$ cat config.mk
export PLATFORM = sky130hd
export DESIGN_NAME = gomoku_move_scan
export DESIGN_NICKNAME = d
export VERILOG_FILES = /design/src/rtl/gomoku_move_scan.sv
export SDC_FILE = /design/constraint.sdc
export NUM_CORES = 1
export LEC_CHECK = 0
export CAP_MARGIN = 20
export CORE_ASPECT_RATIO = 1.5
export CORE_MARGIN = 4
export CORE_UTILIZATION = 30
export DETAILED_ROUTE_END_ITERATION = 10
export PLACE_DENSITY_LB_ADDON = 0.12
export SLEW_MARGIN = 10
export SYNTH_ARGS = -nofsm -noshare
export SYNTH_HDL_FRONTEND = slang
export SYNTH_SLANG_ARGS = --single-unit
$ cat constraint.sdc
create_clock -name clk -period 19.1 [get_ports clk]
set_clock_uncertainty 0.05 [all_clocks]
set_input_delay 4.775 -clock clk [delete_from_list [all_inputs] [get_ports clk]]
set_output_delay 4.775 -clock clk [all_outputs]
set_load 0.01 [all_outputs]
$ cat src/rtl/gomoku_move_scan.sv
// Gomoku move scanner: walks the 15x15 board in row-major order, scores every empty cell
// from its line windows and keeps the best. Optional macro GOMOKU_CENTER_BIAS_EN favours the centre.
module gomoku_move_scan (
  input  logic        clk,
  input  logic        rst,
  input  logic        start,
  input  logic        abort,
  input  logic        ai_color,
  output logic [3:0]  consider_y,
  output logic [3:0]  consider_x,
  input  logic [8:0]  black_y,
  input  logic [8:0]  black_x,
  input  logic [8:0]  black_yx,
  input  logic [8:0]  black_xy,
  input  logic [8:0]  white_y,
  input  logic [8:0]  white_x,
  input  logic [8:0]  white_yx,
  input  logic [8:0]  white_xy,
  output logic        busy,
  output logic        done,
  output logic        valid,
  output logic [3:0]  best_y,
  output logic [3:0]  best_x,
  output logic [15:0] best_score
);

  typedef enum logic [1:0] {IDLE, SCAN, DONE} state_t;

  state_t      state, state_nx;
  logic [3:0]  cur_y, cur_x;
  logic        color_q;
  logic        found_q, found_nx;
  logic [3:0]  cand_y, cand_x, cand_y_nx, cand_x_nx;
  logic [15:0] cand_score, cand_score_nx;
  logic [15:0] cell_score, bias, total_score;
  logic        occupied, take, last_cell;
  logic [8:0]  blk_w [4];
  logic [8:0]  wht_w [4];

  // Run through the centre: adjacent set bits on each side, capped at a five-in-a-row threat.
  function automatic logic [2:0] run_len(input logic [8:0] w);
    logic [3:0] n;
    logic       lo_go, hi_go;
    n     = '0;
    lo_go = 1'b1;
    hi_go = 1'b1;
    for (int k = 1; k <= 4; k++) begin
      lo_go = lo_go & w[4-k];
      hi_go = hi_go & w[4+k];
      n     = n + {3'b000, lo_go} + {3'b000, hi_go};
    end
    return (n > 4'd4) ? 3'd4 : n[2:0];
  endfunction

  function automatic logic [15:0] weight(input logic [2:0] len, input logic own);
    logic [15:0] w;
    case (len)
      3'd1:    w = own ? 16'd10    : 16'd5;
      3'd2:    w = own ? 16'd100   : 16'd50;
      3'd3:    w = own ? 16'd1000  : 16'd500;
      3'd4:    w = own ? 16'd10000 : 16'd5000;
      default: w = 16'd0;
    endcase
    return w;
  endfunction

  assign blk_w = '{black_y, black_x, black_yx, black_xy};
  assign wht_w = '{white_y, white_x, white_yx, white_xy};

  // NOTE: blocking assignments are correct here: the sum is combinational and each
  // loop iteration must see the previous partial result.
  always_comb begin
    cell_score = '0;
    for (int i = 0; i < 4; i++) begin
      cell_score = cell_score
                 + weight(run_len(color_q ? wht_w[i] : blk_w[i]), 1'b1)
                 + weight(run_len(color_q ? blk_w[i] : wht_w[i]), 1'b0);
    end
  end

`ifdef GOMOKU_CENTER_BIAS_EN
  logic [3:0] dist_y, dist_x;
  logic [4:0] dist;
  always_comb begin
    dist_y = (cur_y >= 4'd7) ? cur_y - 4'd7 : 4'd7 - cur_y;
    dist_x = (cur_x >= 4'd7) ? cur_x - 4'd7 : 4'd7 - cur_x;
    dist   = {1'b0, dist_y} + {1'b0, dist_x};
    bias   = 16'd14 - {11'd0, dist};
  end
`else
  assign bias = '0;
`endif

  assign total_score = cell_score + bias;
  assign occupied    = black_y[4] | white_y[4];
  // The first empty cell wins unconditionally; strict '>' keeps the earliest cell on ties.
  assign take        = !occupied && (!found_q || (total_score > cand_score));
  assign last_cell   = (cur_y == 4'd14) && (cur_x == 4'd14);

  assign found_nx      = found_q | take;
  assign cand_y_nx     = take ? cur_y       : cand_y;
  assign cand_x_nx     = take ? cur_x       : cand_x;
  assign cand_score_nx = take ? total_score : cand_score;

  always_ff @(posedge clk or negedge rst) begin
    if (!rst) state <= IDLE;
    else      state <= state_nx;
  end

  // NOTE: every output of this block gets a default first so no path infers a latch.
  always_comb begin
    state_nx   = state;
    busy       = 1'b0;
    done       = 1'b0;
    consider_y = '0;
    consider_x = '0;
    case (state)
      IDLE: if (start && !abort) state_nx = SCAN;
      SCAN: begin
        busy       = 1'b1;
        consider_y = cur_y;
        consider_x = cur_x;
        if (abort)          state_nx = IDLE;
        else if (last_cell) state_nx = DONE;
      end
      DONE: begin
        done     = 1'b1;
        state_nx = IDLE;
      end
      default: state_nx = IDLE;
    endcase
  end

  // NOTE: sequential state uses non-blocking assignments so all registers update together.
  always_ff @(posedge clk or negedge rst) begin
    if (!rst) begin
      cur_y      <= '0;
      cur_x      <= '0;
      color_q    <= 1'b0;
      found_q    <= 1'b0;
      cand_y     <= '0;
      cand_x     <= '0;
      cand_score <= '0;
      valid      <= 1'b0;
      best_y     <= 4'd7;
      best_x     <= 4'd7;
      best_score <= '0;
    end else if (state == IDLE && start && !abort) begin
      cur_y   <= '0;
      cur_x   <= '0;
      found_q <= 1'b0;
      color_q <= ai_color;
    end else if (state == SCAN && !abort) begin
      found_q    <= found_nx;
      cand_y     <= cand_y_nx;
      cand_x     <= cand_x_nx;
      cand_score <= cand_score_nx;
      if (cur_x == 4'd14) begin
        cur_x <= '0;
        cur_y <= cur_y + 4'd1;
      end else begin
        cur_x <= cur_x + 4'd1;
      end
      if (last_cell) begin
        valid      <= found_nx;
        best_y     <= found_nx ? cand_y_nx     : 4'd7;
        best_x     <= found_nx ? cand_x_nx     : 4'd7;
        best_score <= found_nx ? cand_score_nx : 16'd0;
      end
    end
  end

endmodule

* Word level (Yosys, flattened, before mapping) *
Cells that the tools add are included.

cells by class
  $add $sub $neg = 65
  multiply operators = 0
  div/mod/pow operators = 0
  $lt $le $gt $ge = 9
  equality and inequality tests = 38
  shift-type cells = 0
  multiplexer cells = 46
  bitwise logic cells = 51
  reductions and logical operators = 17

operators by type and width
  cell                                                                  number
  14-bit one-hot mux with 4 select lines                                4
  13-bit one-hot mux with 4 select lines                                4
  4-bit by 1-bit adder with 4-bit output                                32
  16-bit adder                                                          6
  9-bit 2-to-1 mux                                                      8
  1-bit AND                                                             48
  3-bit by 2-bit == test with 1-bit output, second input constant       16
  4-bit 2-to-1 mux                                                      12
  3-bit by 1-bit adder with 4-bit output                                8
  4-bit by 3-bit > comparator with 1-bit output, second input constant  8
  16-bit 2-to-1 mux                                                     2
  2-bit by 1-bit adder with 3-bit output                                8
  3-bit by 1-bit == test with 1-bit output, second input constant       8
  3-bit == test, second input constant                                  8
  3-bit 2-to-1 mux                                                      8
  1-bit by 1-bit adder with 2-bit output                                8
  14-bit by 16-bit adder with 16-bit output                             1
  16-bit > comparator                                                   1
  4-bit by 1-bit adder with 4-bit output, second input constant         2
  4-bit == test, second input constant                                  2
  1-bit logical AND                                                     6
  2-bit 2-to-1 mux                                                      3
  2-bit AND reduction                                                   3
  1-bit 2-to-1 mux                                                      4
  other kinds (12)                                                      16

word-level totals
  register bits = 61
  bits in latches = 0
  RAM bits = 0
  memory bits (read-only) = 0
  input bits = 77
  output and inout bits = 35
  logic and storage cells = 238
  memories kept = 0

* Depth between registers and ports, before layout *
  word-level depth = 25
  gate-level depth with buffers = 40
  depth with buffers taken out = 36

* Least setup slack after synthesis *
Ideal clock, no wire load.

  path kind = input -> register
  start point = in black_yx[5]
  end point = reg cand_score[10]
  setup time = 0.125 ns
  arrival time = 13.845 ns
  data required time = 18.925 ns
  setup slack = 5.080 ns
  stages = 32
  path buffers = 1
  cells stage by stage = mux2_2 > and2_1 > fa_1 > inv_1 > fa_1 > fa_1 > inv_1 > ha_1 > fa_1 > o21ai_0 > a21boi_0 > fa_1 > inv_1 > fa_1 > fa_1 > inv_1 > fa_1 > inv_1 > ha_1 > a21o_1 > a221oi_1 > o211ai_1 > o211ai_1 > xnor2_1 > ha_1 > nand4_1 > nor4_2 > a221oi_1 > a2111oi_4 > nand2_2 > buf_6 > mux2_4

between the ends
  cells in the longest elaborated chain, start to end = 20
  elaborated cells on any way between the ends = 44
  classes of those cells = add/sub (18); order compare (3); eq/ne (8); mux (7); bitwise (6); reduce/logical (2)

RTL lines
  what                                                  RTL line  source
  start: declaration                                    13        input logic [8:0] black_yx,
  9-bit 2-to-1 mux                                      76        + weight(run_len(color_q ? wht_w[i] : blk_w[i]), 1'b1)
  1-bit by 1-bit adder with 2-bit output                50        n = n + {3'b000, lo_go} + {3'b000, hi_go};
  2-bit by 1-bit adder with 3-bit output                50
  3-bit by 1-bit adder with 4-bit output                50
  4-bit by 1-bit adder with 4-bit output (4 in series)  50
  4-bit by 3-bit > comparator with 1-bit output         52        return (n > 4'd4) ? 3'd4 : n[2:0];
  3-bit 2-to-1 mux                                      52
  3-bit == test, or another cell as far along           57        case (len)
  14-bit one-hot mux with 4 select lines                57
  16-bit adder                                          76
  16-bit adder *                                        77        + weight(run_len(color_q ? blk_w[i] : wht_w[i]), 1'b0);
  16-bit adder *                                        76
  16-bit adder *                                        77
  16-bit > comparator                                   97        assign take = !occupied && (!found_q || (total_score > cand_score));
  1-bit logical OR                                      97
  1-bit logical AND                                     97
  16-bit 2-to-1 mux *                                   103       assign cand_score_nx = take ? total_score : cand_score;
  end signal: assignment                                157       cand_score <= cand_score_nx;
  end: declaration                                      34        logic [15:0] cand_score, cand_score_nx;

Every way passes the cells marked *; elsewhere a longest branch is shown, timed or not.
A chain may end at the register's enable or synchronous reset.

* Worst setup path after layout *
  start point = in white_yx[5]
  end point = reg cand_y[1]

between the ends
  cells in the longest elaborated chain, start to end = 20
  elaborated cells on any way between the ends = 44
  classes of those cells = add/sub (18); order compare (3); eq/ne (8); mux (7); bitwise (6); reduce/logical (2)

RTL lines
  what                                                  RTL line  source
  start: declaration                                    17        input logic [8:0] white_yx,
  9-bit 2-to-1 mux                                      76
  1-bit by 1-bit adder with 2-bit output                50
  2-bit by 1-bit adder with 3-bit output                50
  3-bit by 1-bit adder with 4-bit output                50
  4-bit by 1-bit adder with 4-bit output (4 in series)  50
  4-bit by 3-bit > comparator with 1-bit output         52
  3-bit 2-to-1 mux                                      52
  3-bit == test, or another cell as far along           57
  14-bit one-hot mux with 4 select lines                57
  16-bit adder                                          76
  16-bit adder *                                        77
  16-bit adder *                                        76
  16-bit adder *                                        77
  16-bit > comparator *                                 97
  1-bit logical OR *                                    97
  1-bit logical AND *                                   97
  4-bit 2-to-1 mux *                                    101       assign cand_y_nx = take ? cur_y : cand_y;
  end signal: assignment                                155       cand_y <= cand_y_nx;
  end: declaration                                      33        logic [3:0] cand_y, cand_x, cand_y_nx, cand_x_nx;

Marked as above.

==> summary.txt <==
Outcome
  • Run status: completed

Synth
  • Async SR Flop Fraction: 1.00
  • Synth Area in XOR/XNOR: 0.0126
  • Post-synth EDFFs: 0
  • Part of the Yosys area used for sequential elements: 0.200
  • Most used DFF post-synth: dfrtp_1
  • Post-synthesis adder-cell area fraction: 0.341
  • Area share of and/or/nand/nor cells after synthesis: 0.139
  • Post-Synthesis Cells: 782
  • Syn. warnings: 0
  • Post-Syn Area: 0.00765 mm^2
  • Largest family of logic cells by synthesized area: adder cells
  • Mean Syn Cell Area: 9.79 um^2
  • Synth Register Bits: 61
  • Synth Area in Compound Gates: 0.0845
  • Post-Synthesis Net Count: 1012
  • Mux contribution to synthesized area: 0.141
  • Synth unique cells: 61

Finish
  • Number of nets in the layout: 1113
  • Ant. Diodes: 0
  • Share of cells above drive strength 1: 0.122
  • Synthesis-to-finish area growth: 21.7%
  • FILL cells: 2606

Placed design
  • Port bufs: 105
  • GP Congestion: 0.819
  • Post-DP HPWL: 15.4 mm

Route
  • Post-DRT Antenna Nets: 0
  • Vias per cell: 4.66
  • Routed len/inst: 14.8 um
  • First DRT Iteration DRCs: 160
  • 1st-pass router iterations: 4
  • Final wirelength: 18.0 mm
  • Via total after detailed routing: 5664
  • DR DRC count: 0

Timing
  • # setup viols final: 0
  • Rel. slew slack: 0.281
  • TNS Setup: 0 ns
  • Final Cycle Share: 0.812
  • Tmin final: 15.51 ns
  • Final count of hold timing violations: 0
  • Fmax: 64.5 MHz
  • RSZ-0062 raised after global routing: false
  • Worst-Margin Slew: 1.07 ns
  • Final Slew Violations: 0

Die
  • Die H: 204 um
  • Core area: 0.0251 mm^2
  • Rows: 71
  • Die ar.: 0.0282 mm^2
  • Initial Util: 0.304
  • Top Ports: 112
  • Die Wd: 138 um

Clocking
  • H-tree depth: 3
  • # hold bufs at CTS: 0
  • Post-CTS setup buffers: 0
  • Gates resized, CTS repair: 0
  • CTS tree: done
  • Clock slew at the register clock pins of the worst setup and hold paths: 0.05 ns
  • Clk_lat worst skew: 0.32 ns
  • Clk buf depth: 2
  • Total CTS buffers: 9
  • Root buf cell: clkbuf_16
  • Clock sink total: 61

Hold path
  • Worst hold path class: flip-flop to flip-flop

Global routing
  • Total Routing Usage GR: 0.132
  • Initial antenna violation count: 0
  • Number of global-route vias before repair: 6149
  • Global-route wire length before repair: 30.4 mm
  • Largest net degree at the start of global routing: 66
  • Total gr overflow: 0

Flow run
  • MaxCap Viol Count: 0

Worst setup path
  • CP required: 19.25 ns
  • Worst stage delay on the critical path: 0.84 ns
  • Crit. End Element: flip-flop
  • Crit path kind: primary input to flip-flop
  • Worst EP arrival: 15.66 ns
  • Cell mode on critical path: fa_1
  • Max stage delay cell, worst path: o21ai_0
  • Critical path launch point type: primary input
  • Critical Path Fanout Max: 24
cell families (layout without fill, tap and decap cells):
logic type,Yosys count,count (layout)
fa+ha+maj,153,153
compound gates,91,91
mux,93,93
buf+inv,156,262
flops,61,61
simple gates,217,217
xor+xnor,11,11
registers in the layout (all words and copies together) (netlist names), 2 cells and up:
name / count
cur_y: 4
cur_x: 4
cand_score: 16
state: 2
cand_x: 4
cand_y: 4
best_x: 4
best_score: 16
best_y: 4
stage by stage:
stage	instances	setup WS, ns	cell area, um^2	hold slack [ns]	utilization
2_1_floorplan	782	5.08	7650	0.412	-
3_3_place_gp	1200	3.19	9050	0.400	0.360
3_5_place_dp	1200	3.12	9050	0.406	0.360
4_1_cts	1216	3.44	9310	0.418	0.370
5_1_grt	1216	2.86	9310	0.450	0.370
6_report	1216	3.59	9310	0.410	0.370
layout make-up:
class                           count  area, um^2  area share
Clock inverter                      5        27.5     0.00296
Sequential cell                    61        1540       0.165
Tap cell                          328         410      0.0441
Inverter                          134         503      0.0540
Timing Repair Buffer              112        1100       0.118
Clock buffer                       11         233      0.0250
Multi-Input combinational cell    565        5510       0.591
layout by cell type (no fill, tap or decap), types with 9 or more instances in the layout:
master           count
fa_1                93
ha_1                60
nor2b_1              9
o21ai_0             12
o311ai_0            13
clkdlybuf4s50_1    104
mux2_4              17
and2_1              33
clkbuf_16            9
mux2i_1             24
dfrtp_1             54
nor3_1              10
inv_1              133
nor2_1              35
mux2_2              52
nand2_1             65
a21oi_1             27
nand3_1             37
path summary, 6_finish.rpt:
kind                                  end        start  slack (ns)  depth (start not counted)
worst max-delay path            cand_y[1]  white_yx[5]        3.59                         32
worst min register to register  best_x[3]    best_x[3]        0.41                          2
min in group asynchronous           valid          rst        4.56                          2
worst max register to register  cand_y[1]      color_q        7.29                         32
worst min-delay path            best_x[3]    best_x[3]        0.41                          2
max in group asynchronous         color_q          rst       13.83                          2
metal layers:
layer | vias to the layer above | global-route usage | share of wire
li1 | 2815 | - | -
met4 | 0 | 0.0508 | 0.026
met5 | - | 0 | 0
met3 | 23 | 0.0124 | 0.028
met2 | 120 | 0.255 | 0.54
met1 | 2706 | 0.148 | 0.40
critical path, delay by kind of cell:
kind / cells / cell delay [ns]
adders and majority gates: 11 / 4.94
AOI/OAI and AO/OA: 7 / 2.69
and+or+nand+nor: 5 / 1.61
muxes: 2 / 0.78
buffers and inverters: 6 / 0.70
xor gates and xnor gates: 1 / 0.16
Yosys cell counts, drive strengths merged, types with 4 or more instances:
| master | n | area (um^2) |
|---|---|---|
| mux2i | 24 | 240 |
| xnor2 | 5 | 43.8 |
| fa | 93 | 1860 |
| o31ai | 4 | 30.0 |
| clkbuf | 12 | 45.0 |
| inv | 134 | 503 |
| ha | 60 | 751 |
| and3 | 4 | 25.0 |
| nor2 | 36 | 135 |
| nand4 | 4 | 25.0 |
| xor2 | 6 | 52.6 |
| nor2b | 9 | 56.3 |
| o311ai | 13 | 114 |
| nand2 | 66 | 250 |
| buf | 10 | 68.8 |
| nor3 | 10 | 50.1 |
| dfrtp | 55 | 1380 |
| mux2 | 69 | 841 |
| and2 | 33 | 206 |
| a21o | 4 | 30.0 |
| dfstp | 6 | 158 |
| o22a | 4 | 35.0 |
| o21ai | 13 | 65.1 |
| nand3 | 37 | 185 |
| nand2b | 5 | 31.3 |
| a21oi | 27 | 135 |
Power is left out: the tool's default activity adds up to more than one toggle a clock period on the data nets, which glitch-free logic cannot reach.
==> RTL edit: new RTL, same flow settings <==
Encoding of `state_t`: now one-hot (3 bits for 3 states).
--- a/src/rtl/gomoku_move_scan.sv
+++ b/src/rtl/gomoku_move_scan.sv
@@ -24,7 +24,7 @@
   output logic [15:0] best_score
 );
 
-  typedef enum logic [1:0] {IDLE, SCAN, DONE} state_t;
+  typedef enum logic [2:0] {IDLE = 3'b001, SCAN = 3'b010, DONE = 3'b100} state_t;
 
   state_t      state, state_nx;
   logic [3:0]  cur_y, cur_x;
Function: no difference found for any inputs over 10 cycles, from zero or initial values and one cycle with rst low; not proved beyond that.
==> RTL edit against the unedited design <==
Wire length grew 0.34%; via count grew 0.16%; count of clock-buffer cells in the layout grew 2; design area grew 0.43%; sequential share of layout area grew 0.21 points; register-to-register slack gained 40 ps; setup slack gained 15 ps; critical path type unchanged; sequential cell count grew 1; critical endpoint is now best_score[15]; area after synthesis shrank 0.72%; worst hold slack gained 4.6 ps.
Power is not shown: default switching activity piles up to over one toggle a cycle in this logic, so the estimate is an artifact.
==> RTL edit: results (changes against the unedited design) <==
[outcome]
status = completed  ; unchanged

[place]
dp_hpwl_um = 15500  ; was 15400 um
gp_congestion = 0.831  ; was 0.819
port_buffers = 105  ; unchanged

[route]
top_layer = met4  ; unchanged
wl_met2_um = 9920  ; was 9830 um
routedLengthMet1_um = 7080  ; was 7240 um
drt_iter0_markers = 156  ; was 160
dr_total_vias = 5673  ; was 5664
firstDrtPassIters = 4  ; unchanged
routed_wl_um = 18100  ; was 18000 um
routed-wl-met3_um = 630  ; was 498 um

[clocking]
max-clock-path-buffers = 2  ; unchanged
cts_buffers = 9  ; unchanged
htree_levels = 3  ; unchanged
cts-root-buf = clkbuf_16  ; unchanged
cts_resized = 0  ; unchanged
insertion_delay_ps = 330
cts_setup_buffers = 0  ; unchanged
path_clk_slew_ps = 50  ; about the same

[grt]
grt_use_met1_pct = 14.9  ; was 14.8%
grt_pass1_wl_um = 29700  ; was 30400 um
grtUsageMet3_pct = 1.29  ; was 1.24%
track_usage_pct = 13.4  ; was 13.2%
grt_pass1_vias = 6101  ; was 6149
antenna_found_initial = 0  ; unchanged
grt_max_degree = 66  ; unchanged
use_met2_pct = 25.9  ; was 25.5%

[synth]
muxShareOfSynthArea_pct = 13.3  ; was 14.1%
yosys-top-cells-area = fa_1, dfrtp_1, ha_1  ; unchanged
synthTopCellsByCount = inv_1, fa_1, nand2_1  ; unchanged
synth_adder_area_share_pct = 34.4  ; was 34.1%
syn_nets = 1013  ; was 1012
synthArstFlopShare_pct = 100  ; unchanged
synthFlopType = dfrtp_1  ; unchanged
synth-compound-area-share_pct = 9.57  ; was 8.45%
yosysUniqueCellTypes = 62  ; was 61
synthXorXnorAreaFrac_pct = 1.27  ; was 1.26%
yosysWarnings = 0  ; unchanged
ys_seq_area_share_pct = 20.5  ; was 20.0%

[cells_and_area]
drive_gt1_share_pct = 12.3  ; was 12.2%
top_regs = best_score x16, cand_score x16  ; unchanged
diodes = 0  ; unchanged
layout.nets = 1117  ; was 1113

[worst_setup_path]
slowest_stage = o31a_1  ; was o21ai_0
cp_max_fo = 21  ; was 24
startpoint = white_x[5]  ; was white_yx[5]
r2r_start = color_q  ; unchanged
critical_path.max_stage_delay_ps = 910  ; was 840 ps
cp_data_arrival_time_ps = 15640  ; was 15660 ps

[min_path]
hp-start = best_y[3]  ; was best_x[3]
hold_path.class = flop to flop  ; unchanged

[sta]
slew_headroom_pct = 33.9  ; was 28.1%

==> RTL edit: cell types whose count changed in the layout (fill, tap and decap cells not counted), moves of 3 or more <==
cell,delta
mux2_4,-15
clkbuf_8,+4
o21ai_0,+11
and2_1,-3
nor2b_1,-3
nand3_1,-5
nor2_1,+6
o311ai_0,-13
a21oi_1,+3
o311ai_1,+6
mux2_2,+13
==> RTL edit: critical path: cells and delay by family <==
| family | cells | cell delay (ps) |
|---|---|---|
| AO/OA/AOI/OAI | 7 | 2720 |
| multiplexers | 2 | 600 |
| buffers and inverters | 8 | 830 |
| adder cells (fa/ha/maj) | 11 | 4820 |
| XOR/XNOR | 1 | 320 |
| AND/OR/NAND/NOR | 8 | 1540 |
==> RTL edit: final timing paths <==
check	depth (start not counted)	to	slack, ps
max in group asynchronous	2	color_q	13810
min reg2reg	2	best_y[3]	410
min	2	best_y[3]	410
max reg2reg	37	best_score[15]	7330
max	37	best_score[15]	3610
min in group asynchronous	2	best_score[12]	4570
==> RTL edit: area by class of cell <==
type | count | area, um^2
sequential | 62 | 1560
fill | 2614 | 15700
inverter | 132 | 495
multi-input combinational | 571 | 5480
clock buffer | 13 | 280
tap | 328 | 410
timing repair buffer | 111 | 1090
clock inverter | 3 | 40.0
==> RTL edit: per-stage QoR <==
step	utilization, %	instance area, um^2	hold WS, ps	setup slack (ps)	std cells
floorplan	-	7600	400	5070	783
global placement	36.0	9030	402	3150	1203
detailed placement	36.0	9030	407	3090	1203
CTS	37.3	9350	419	3470	1219
global route	37.3	9350	447	3080	1220
finish	37.3	9350	415	3610	1220
